**config.mk**
```make
export PLATFORM = sky130hd
export DESIGN_NAME = execute_mc
export DESIGN_NICKNAME = d
export VERILOG_FILES = /design/src/rtl/exec_pkg.sv /design/src/rtl/exec_mul.sv /design/src/rtl/execute_mc.sv
export SDC_FILE = /design/constraint.sdc
export NUM_CORES = 1
export LEC_CHECK = 0
export CORE_MARGIN = 5
export CORE_UTILIZATION = 53
export DETAILED_ROUTE_END_ITERATION = 8
export PLACE_DENSITY = 0.84
export SETUP_SLACK_MARGIN = 0.05
export SLEW_MARGIN = 10
export SYNTH_ARGS = -nofsm -noshare
export SYNTH_HDL_FRONTEND = slang
export SYNTH_SLANG_ARGS = --single-unit
export TNS_END_PERCENT = 1
```
**constraint.sdc**
```tcl
create_clock -name clk -period 5.5 [get_ports clk]
set_input_delay 1.1 -clock clk [delete_from_list [all_inputs] [get_ports clk]]
set_output_delay 1.1 -clock clk [all_outputs]
set_load 0.01 [all_outputs]
```
**src/rtl/exec_pkg.sv**
```systemverilog
// Shared encodings for the execute stage: ALU op codes, branch conditions,
// multiplier FSM states and the forwarding-select value that picks the register file.
package exec_pkg;

  localparam logic [3:0] OP_ADD   = 4'd0;
  localparam logic [3:0] OP_SUB   = 4'd1;
  localparam logic [3:0] OP_AND   = 4'd2;
  localparam logic [3:0] OP_OR    = 4'd3;
  localparam logic [3:0] OP_XOR   = 4'd4;
  localparam logic [3:0] OP_SLL   = 4'd5;
  localparam logic [3:0] OP_SRL   = 4'd6;
  localparam logic [3:0] OP_SRA   = 4'd7;
  localparam logic [3:0] OP_SLT   = 4'd8;
  localparam logic [3:0] OP_PASSB = 4'd9;
  localparam logic [3:0] OP_MUL   = 4'd10;

  localparam logic [1:0] BR_EQZ = 2'd0;
  localparam logic [1:0] BR_NEZ = 2'd1;
  localparam logic [1:0] BR_LTZ = 2'd2;
  localparam logic [1:0] BR_GEZ = 2'd3;

  localparam int unsigned FWD_SEL_RF = 0;

  typedef enum logic {
    ST_IDLE = 1'b0,
    ST_MUL  = 1'b1
  } state_e;

  function automatic logic branch_cond(input logic [1:0] bop,
                                       input logic       a_zero,
                                       input logic       a_neg);
    logic c;
    case (bop)
      BR_EQZ:  c = a_zero;
      BR_NEZ:  c = ~a_zero;
      BR_LTZ:  c = a_neg;
      BR_GEZ:  c = ~a_neg;
      default: c = 1'b0;
    endcase
    return c;
  endfunction

endpackage

```
**src/rtl/exec_mul.sv**
```systemverilog
// Iterative shift-add multiplier, one multiplier bit per cycle; done is raised
// during the final iteration so the caller can register product on that edge.
module exec_mul
  import exec_pkg::*;
#(
  parameter int WIDTH = 16
) (
  input  logic             clk,
  input  logic             rst,
  input  logic             start,
  input  logic [WIDTH-1:0] a,
  input  logic [WIDTH-1:0] b,
  output logic             done,
  output logic [WIDTH-1:0] product
);

  localparam int CW = $clog2(WIDTH);

  logic             busy_q, busy_d;
  logic [CW-1:0]    cnt_q, cnt_d;
  logic [WIDTH-1:0] a_q, a_d;
  logic [WIDTH-1:0] b_q, b_d;
  logic [WIDTH-1:0] acc_q, acc_d;
  logic [WIDTH-1:0] addend_s;

  // Next-state for the operand shifters, accumulator and iteration counter.
  always_comb begin
    addend_s = b_q[0] ? a_q : {WIDTH{1'b0}};
    busy_d   = busy_q;
    cnt_d    = cnt_q;
    a_d      = a_q;
    b_d      = b_q;
    acc_d    = acc_q;
    if (start) begin
      busy_d = 1'b1;
      cnt_d  = {CW{1'b0}};
      a_d    = a;
      b_d    = b;
      acc_d  = {WIDTH{1'b0}};
    end else if (busy_q) begin
      acc_d  = acc_q + addend_s;
      a_d    = a_q << 1;
      b_d    = b_q >> 1;
      cnt_d  = cnt_q + {{(CW-1){1'b0}}, 1'b1};
      busy_d = (cnt_q != CW'(WIDTH - 1));
    end else begin
      busy_d = 1'b0;
    end
  end

  // Multiplier state registers.
  always_ff @(posedge clk) begin
    if (rst) begin
      busy_q <= 1'b0;
      cnt_q  <= {CW{1'b0}};
      a_q    <= {WIDTH{1'b0}};
      b_q    <= {WIDTH{1'b0}};
      acc_q  <= {WIDTH{1'b0}};
    end else begin
      busy_q <= busy_d;
      cnt_q  <= cnt_d;
      a_q    <= a_d;
      b_q    <= b_d;
      acc_q  <= acc_d;
    end
  end

  // Product includes the last partial sum so it is valid on the done edge.
  assign done    = busy_q && (cnt_q == CW'(WIDTH - 1));
  assign product = acc_q + addend_s;

endmodule

```
**src/rtl/execute_mc.sv**
```systemverilog
// Execute stage: operand forwarding, single-cycle ALU, branch/jump resolution and,
// when EXECUTE_MC_MUL_EN is defined, a multi-cycle MUL that stalls the upstream stage.
module execute_mc
  import exec_pkg::*;
#(
  parameter int WIDTH = 16,
  parameter int NFWD  = 4
) (
  input  logic                          clk,
  input  logic                          rst,
  input  logic                          in_valid,
  input  logic [3:0]                    op,
  input  logic                          branch,
  input  logic                          jump,
  input  logic [1:0]                    branch_op,
  input  logic [WIDTH-1:0]              rd1,
  input  logic [WIDTH-1:0]              rd2,
  input  logic [WIDTH-1:0]              imm,
  input  logic [WIDTH-1:0]              pc,
  input  logic                          alu_src,
  input  logic [$clog2(NFWD+1)-1:0]     fwd_sel_a,
  input  logic [$clog2(NFWD+1)-1:0]     fwd_sel_b,
  input  logic [NFWD*WIDTH-1:0]         fwd_data,
  output logic                          stall,
  output logic                          out_valid,
  output logic [WIDTH-1:0]              result,
  output logic [WIDTH-1:0]              next_pc,
  output logic [WIDTH-1:0]              rt,
  output logic                          taken,
  output logic                          err
);

  localparam int SELW = $clog2(NFWD + 1);
  localparam int SHW  = $clog2(WIDTH);

  logic [WIDTH-1:0] fwd_a_s, fwd_b_s, op_b_s, alu_s, target_s, next_pc_s;
  logic [SHW-1:0]   shamt_s;
  logic             err_op_s, cond_s, taken_s, ovf_s, err_s;
  logic             accept_s, is_mul_s, mul_done_s;
  logic [WIDTH-1:0] mul_prod_s;
  logic [WIDTH-1:0] mul_next_pc_s, mul_rt_s;
  logic             mul_taken_s, mul_err_s;

  logic             out_valid_q, out_valid_d;
  logic [WIDTH-1:0] result_q, result_d;
  logic [WIDTH-1:0] next_pc_q, next_pc_d;
  logic [WIDTH-1:0] rt_q, rt_d;
  logic             taken_q, taken_d;
  logic             err_q, err_d;

  // Forwarding muxes; any select outside 1..NFWD falls back to the register file.
  always_comb begin
    fwd_a_s = rd1;
    fwd_b_s = rd2;
    for (int k = 0; k < NFWD; k++) begin
      if (fwd_sel_a == SELW'(k + 1)) fwd_a_s = fwd_data[k*WIDTH +: WIDTH];
      else                           fwd_a_s = fwd_a_s;
      if (fwd_sel_b == SELW'(k + 1)) fwd_b_s = fwd_data[k*WIDTH +: WIDTH];
      else                           fwd_b_s = fwd_b_s;
    end
  end

  assign op_b_s  = alu_src ? imm : fwd_b_s;
  assign shamt_s = op_b_s[SHW-1:0];

  // Single-cycle ALU; unassigned op codes produce zero and flag an error.
  always_comb begin
    alu_s    = {WIDTH{1'b0}};
    err_op_s = 1'b0;
    case (op)
      OP_ADD:   alu_s = fwd_a_s + op_b_s;
      OP_SUB:   alu_s = fwd_a_s - op_b_s;
      OP_AND:   alu_s = fwd_a_s & op_b_s;
      OP_OR:    alu_s = fwd_a_s | op_b_s;
      OP_XOR:   alu_s = fwd_a_s ^ op_b_s;
      OP_SLL:   alu_s = fwd_a_s << shamt_s;
      OP_SRL:   alu_s = fwd_a_s >> shamt_s;
      OP_SRA:   alu_s = $unsigned($signed(fwd_a_s) >>> shamt_s);
      OP_SLT:   alu_s = {{(WIDTH-1){1'b0}}, ($signed(fwd_a_s) < $signed(op_b_s))};
      OP_PASSB: alu_s = op_b_s;
`ifdef EXECUTE_MC_MUL_EN
      OP_MUL:   alu_s = {WIDTH{1'b0}};
`endif
      default: begin
        alu_s    = {WIDTH{1'b0}};
        err_op_s = 1'b1;
      end
    endcase
  end

  assign cond_s    = branch_cond(branch_op, (fwd_a_s == {WIDTH{1'b0}}), fwd_a_s[WIDTH-1]);
  assign taken_s   = jump | (branch & cond_s);
  assign target_s  = pc + imm;
  assign ovf_s     = (pc[WIDTH-1] == imm[WIDTH-1]) && (target_s[WIDTH-1] != pc[WIDTH-1]);
  assign next_pc_s = taken_s ? target_s : (pc + WIDTH'(2));
  assign err_s     = err_op_s | (taken_s & ovf_s);
  assign accept_s  = in_valid & ~stall;

`ifdef EXECUTE_MC_MUL_EN
  state_e           state_q, state_d;
  logic [WIDTH-1:0] hold_next_pc_q, hold_next_pc_d;
  logic [WIDTH-1:0] hold_rt_q, hold_rt_d;
  logic             hold_taken_q, hold_taken_d;
  logic             hold_err_q, hold_err_d;
  logic             mul_start_s;

  assign is_mul_s    = (op == OP_MUL);
  assign mul_start_s = accept_s & is_mul_s;

  exec_mul #(.WIDTH(WIDTH)) u_mul (
    .clk     (clk),
    .rst     (rst),
    .start   (mul_start_s),
    .a       (fwd_a_s),
    .b       (op_b_s),
    .done    (mul_done_s),
    .product (mul_prod_s)
  );

  // FSM next state plus control-flow outcome captured at MUL acceptance.
  always_comb begin
    state_d        = state_q;
    hold_next_pc_d = hold_next_pc_q;
    hold_rt_d      = hold_rt_q;
    hold_taken_d   = hold_taken_q;
    hold_err_d     = hold_err_q;
    case (state_q)
      ST_IDLE: state_d = mul_start_s ? ST_MUL : ST_IDLE;
      ST_MUL:  state_d = mul_done_s ? ST_IDLE : ST_MUL;
      default: state_d = ST_IDLE;
    endcase
    if (mul_start_s) begin
      hold_next_pc_d = next_pc_s;
      hold_rt_d      = fwd_b_s;
      hold_taken_d   = taken_s;
      hold_err_d     = err_s;
    end else begin
      hold_taken_d   = hold_taken_q;
    end
  end

  // Multiplier FSM state and held control-flow results.
  always_ff @(posedge clk) begin
    if (rst) begin
      state_q        <= ST_IDLE;
      hold_next_pc_q <= {WIDTH{1'b0}};
      hold_rt_q      <= {WIDTH{1'b0}};
      hold_taken_q   <= 1'b0;
      hold_err_q     <= 1'b0;
    end else begin
      state_q        <= state_d;
      hold_next_pc_q <= hold_next_pc_d;
      hold_rt_q      <= hold_rt_d;
      hold_taken_q   <= hold_taken_d;
      hold_err_q     <= hold_err_d;
    end
  end

  assign stall         = (state_q == ST_MUL);
  assign mul_next_pc_s = hold_next_pc_q;
  assign mul_rt_s      = hold_rt_q;
  assign mul_taken_s   = hold_taken_q;
  assign mul_err_s     = hold_err_q;
`else
  assign stall         = 1'b0;
  assign is_mul_s      = 1'b0;
  assign mul_done_s    = 1'b0;
  assign mul_prod_s    = {WIDTH{1'b0}};
  assign mul_next_pc_s = {WIDTH{1'b0}};
  assign mul_rt_s      = {WIDTH{1'b0}};
  assign mul_taken_s   = 1'b0;
  assign mul_err_s     = 1'b0;
`endif

  // Output register loading: single-cycle ops on accept, MUL on its done edge.
  always_comb begin
    out_valid_d = 1'b0;
    result_d    = result_q;
    next_pc_d   = next_pc_q;
    rt_d        = rt_q;
    taken_d     = taken_q;
    err_d       = err_q;
    if (accept_s && !is_mul_s) begin
      out_valid_d = 1'b1;
      result_d    = alu_s;
      next_pc_d   = next_pc_s;
      rt_d        = fwd_b_s;
      taken_d     = taken_s;
      err_d       = err_s;
    end else if (mul_done_s) begin
      out_valid_d = 1'b1;
      result_d    = mul_prod_s;
      next_pc_d   = mul_next_pc_s;
      rt_d        = mul_rt_s;
      taken_d     = mul_taken_s;
      err_d       = mul_err_s;
    end else begin
      out_valid_d = 1'b0;
    end
  end

  // Registered outputs.
  always_ff @(posedge clk) begin
    if (rst) begin
      out_valid_q <= 1'b0;
      result_q    <= {WIDTH{1'b0}};
      next_pc_q   <= {WIDTH{1'b0}};
      rt_q        <= {WIDTH{1'b0}};
      taken_q     <= 1'b0;
      err_q       <= 1'b0;
    end else begin
      out_valid_q <= out_valid_d;
      result_q    <= result_d;
      next_pc_q   <= next_pc_d;
      rt_q        <= rt_d;
      taken_q     <= taken_d;
      err_q       <= err_d;
    end
  end

  assign out_valid = out_valid_q;
  assign result    = result_q;
  assign next_pc   = next_pc_q;
  assign rt        = rt_q;
  assign taken     = taken_q;
  assign err       = err_q;

endmodule
```
==> run metrics <==
Critical Path AT=5210 ps; min-delay worst type=reg2reg; kind of end point of the critical path=flop; unrepaired setup endpoints after global routing=no; Tcrit/Tclk final=91.2%; routed wire length per instance=24.0 um; power consumption=2.08 mW; GRT overflow=0; Cells after Synth=1138; CP peak stage delay=530 ps; Setup Skew=0 ps; Post-Synth Simple-Gate Area=19.4%; Worst Path Required=5690 ps; WS Path Type=in2reg; # setup viols final=0; Iteration-0 DRC Markers=1297; Async SR Flop Fraction=0%; PnR worst setup slack=483 ps; post-synth cell types=85; syn nets=1352; Syn Area/Cell=7.54 um2; Port Buf Inserts=196; CTS Buf Count=5; CP bufs+invs=3; Die X=137 um; Net count, final=1533; global-route wire length before repair=56100 um; PD cells=188 mW/mm2; Die Y=137 um; fin area=0.0110 mm2; Setup Buffers After CTS=0; via count=10400; io pins=198; largest family of logic cells by synthesized area=compound AO/OA/AOI/OAI gates; adder-cell share of the synthesized area=10.2%; final routed DRC violation total=0; Total GRT Usage=38.4%; Area Overhead vs Synth=28.6%; max-slew headroom at the worst pin=31.6%; synthesis-stage register bit count=51; Register-to-Register Path Depth=6; RD Place Congestion=1.12; placed cell areas=0.0109 mm2; maximum VDD drop=0.000128 V; Worst path depth=18; cells along the critical path=clkdlybuf4s50_1 > buf_12 > nor2_2 > buf_4 > or2_2 > a2bb2oi_1 > mux2i_1 > mux2i_1 > mux2_2 > ha_1 > a21oi_1 > or3_1 > o21ai_0 > a211oi_1 > o21ai_0 > or4_1 > o41ai_1 > nand2_1; final hold violations=0; largest net degree at the start of global routing=43; leak pwr=4.48 nW; Post-DP HPWL=29000 um; worst-margin pin slew=1020 ps; hold_buf cts=0; post-synthesis compound-gate area fraction=30.9%; synth warn=0; start point of the critical path=fwd_sel_b[0]; drt total wl=36800 um; mux contribution to synthesized area=17.2%; core outline area=0.0159 mm2; die area=0.0188 mm2; clock root cell=clkbuf_16; RR Endpoint=result[5]; hold_ws=482 ps; fmax=0.199 GHz; post-synthesis sequential area ratio=11.9%; max-slew violations=0; reg2reg start=result[5]; CTS tree=yes; Post-DRT Antenna Nets=0; n_diodes=0; Synth Flop Type=dfxtp_1; Worst setup SP type=input pin; initial antenna violation count=1; ratio of cells with drive above 1 in the final layout=10.0%; register-to-register setup slack=3420 ps; clock latency at the later pin of the worst-skew pair=310 ps; Initial Util=54.0%; fin crit period=5020 ps; clk buf depth=2; Sink Count=51; pre-CTS setup slack=241 ps; htree depth=2; Setup TNS=0 ps; Site Rows=46; mapped cell area=0.00858 mm2; slowest cell on the critical path=or4_1; vias in the first global route=9852; xor/xnor share of the synthesized area=3.06%; clock slew at reported path FFs=80 ps; crit path max fanout=28; vias per inst=6.75; CP top delay family=simple AND/OR/NAND/NOR gates; MaxCap Viol Count=0; cts repair resizes=0; status=completed; Initial DRT Pass Iterations=6; CP endpoint=result[13]; Post-synth EDFFs=0
==> kinds of logic after synthesis <==
logic type               count (synthesis)
flip-flops                              51
other                                    1
AO/OA/AOI/OAI                          361
XOR/XNOR                                30
AND/OR/NAND/NOR                        354
multiplexers                           130
adder cells (fa/ha/maj)                 68
buffers and inverters                  143
==> cells in the mapped netlist, drive strengths merged, types with 13 or more instances <==
| master | instances | area [um2] |
|---|---|---|
| buf | 31 | 213 |
| nor2 | 123 | 472 |
| dfxtp | 51 | 1020 |
| o22ai | 14 | 87.6 |
| nand3 | 27 | 135 |
| inv | 61 | 229 |
| a21oi | 76 | 380 |
| clkbuf | 51 | 191 |
| o21ai | 56 | 280 |
| mux2 | 17 | 191 |
| a211oi | 31 | 238 |
| nor2b | 23 | 144 |
| o21a | 13 | 97.6 |
| nand2b | 19 | 121 |
| mux2i | 101 | 1010 |
| nand2 | 88 | 333 |
| nor3 | 27 | 145 |
| a221oi | 29 | 328 |
| xnor2 | 20 | 175 |
| ha | 65 | 813 |
==> per-stage QoR <==
step	utilization, %	instances
4_1_cts	69.5	1536
3_5_place_dp	68.5	1528
5_1_grt	69.5	1536
6_report	69.5	1536
2_1_floorplan	-	1138
3_3_place_gp	68.5	1528
==> final cells by class <==
type / instances / area (um2)
Multi-Input combinational cell: 944 / 6950
Timing Repair Buffer: 256 / 2410
Clock buffer: 6 / 139
Fill cell: 1398 / 4840
Tap cell: 216 / 270
Inverter: 61 / 229
Sequential cell: 51 / 1020
Clock inverter: 2 / 16.3
==> where the power goes <==
part	total, mW	leakage [nW]	internal [mW]	switching, mW
Combinational	1.30	3.99	0.554	0.748
Sequential	0.420	0.420	0.400	0.0200
Clock	0.356	0.0731	0.183	0.173
Total	2.08	4.48	1.14	0.941
==> cell usage in the layout, fill, tap and decap left out, types with 18 or more instances in the layout <==
cell type        count
clkdlybuf4s50_1    194
nor2_1             121
mux2i_1            101
nand2_1             87
a21oi_1             76
ha_1                65
buf_4               59
inv_1               56
o21ai_0             55
dfxtp_1             51
a211oi_1            30
nand3_1             27
nor3_1              24
nor2b_1             23
xnor2_1             20
a221oi_1            19
nand2b_1            18
==> sequential cells by signal, indices dropped and copies added (netlist names) <==
signal,count
rt,16
next_pc,16
result,16
out_valid,1
err,1
taken,1
==> worst min-delay path by stage <==
stage           startpoint           to  slack [ps]  cells after the start
2_1_floorplan        rt[3]        rt[3]         490                      2
3_3_place_gp         rt[3]        rt[3]         450                      2
3_5_place_dp         rt[3]        rt[3]         460                      2
4_1_cts         next_pc[4]   next_pc[4]         480                      2
5_1_grt              rt[3]        rt[3]         500                      2
6_report       next_pc[15]  next_pc[15]         480                      2
==> worst register-to-register path, stage by stage, from the launching register on <==
cell and delay [ps]:
dfxtp_1 330, a222oi_1 370, o221ai_1 320, a31oi_1 220, o311ai_0 140, a31oi_1 460, a211oi_1 100
==> routing by layer <==
metal | global-route usage [%] | wire (um) | up-vias
met1 | 50.2 | 14200 | 4808
met3 | 9.42 | 4780 | 129
met2 | 60.3 | 16200 | 775
met5 | 0 | 9 | -
li1 | - | - | 4650
met4 | 16.3 | 1700 | 2
Note: power is estimated with default switching activity, not from simulation.
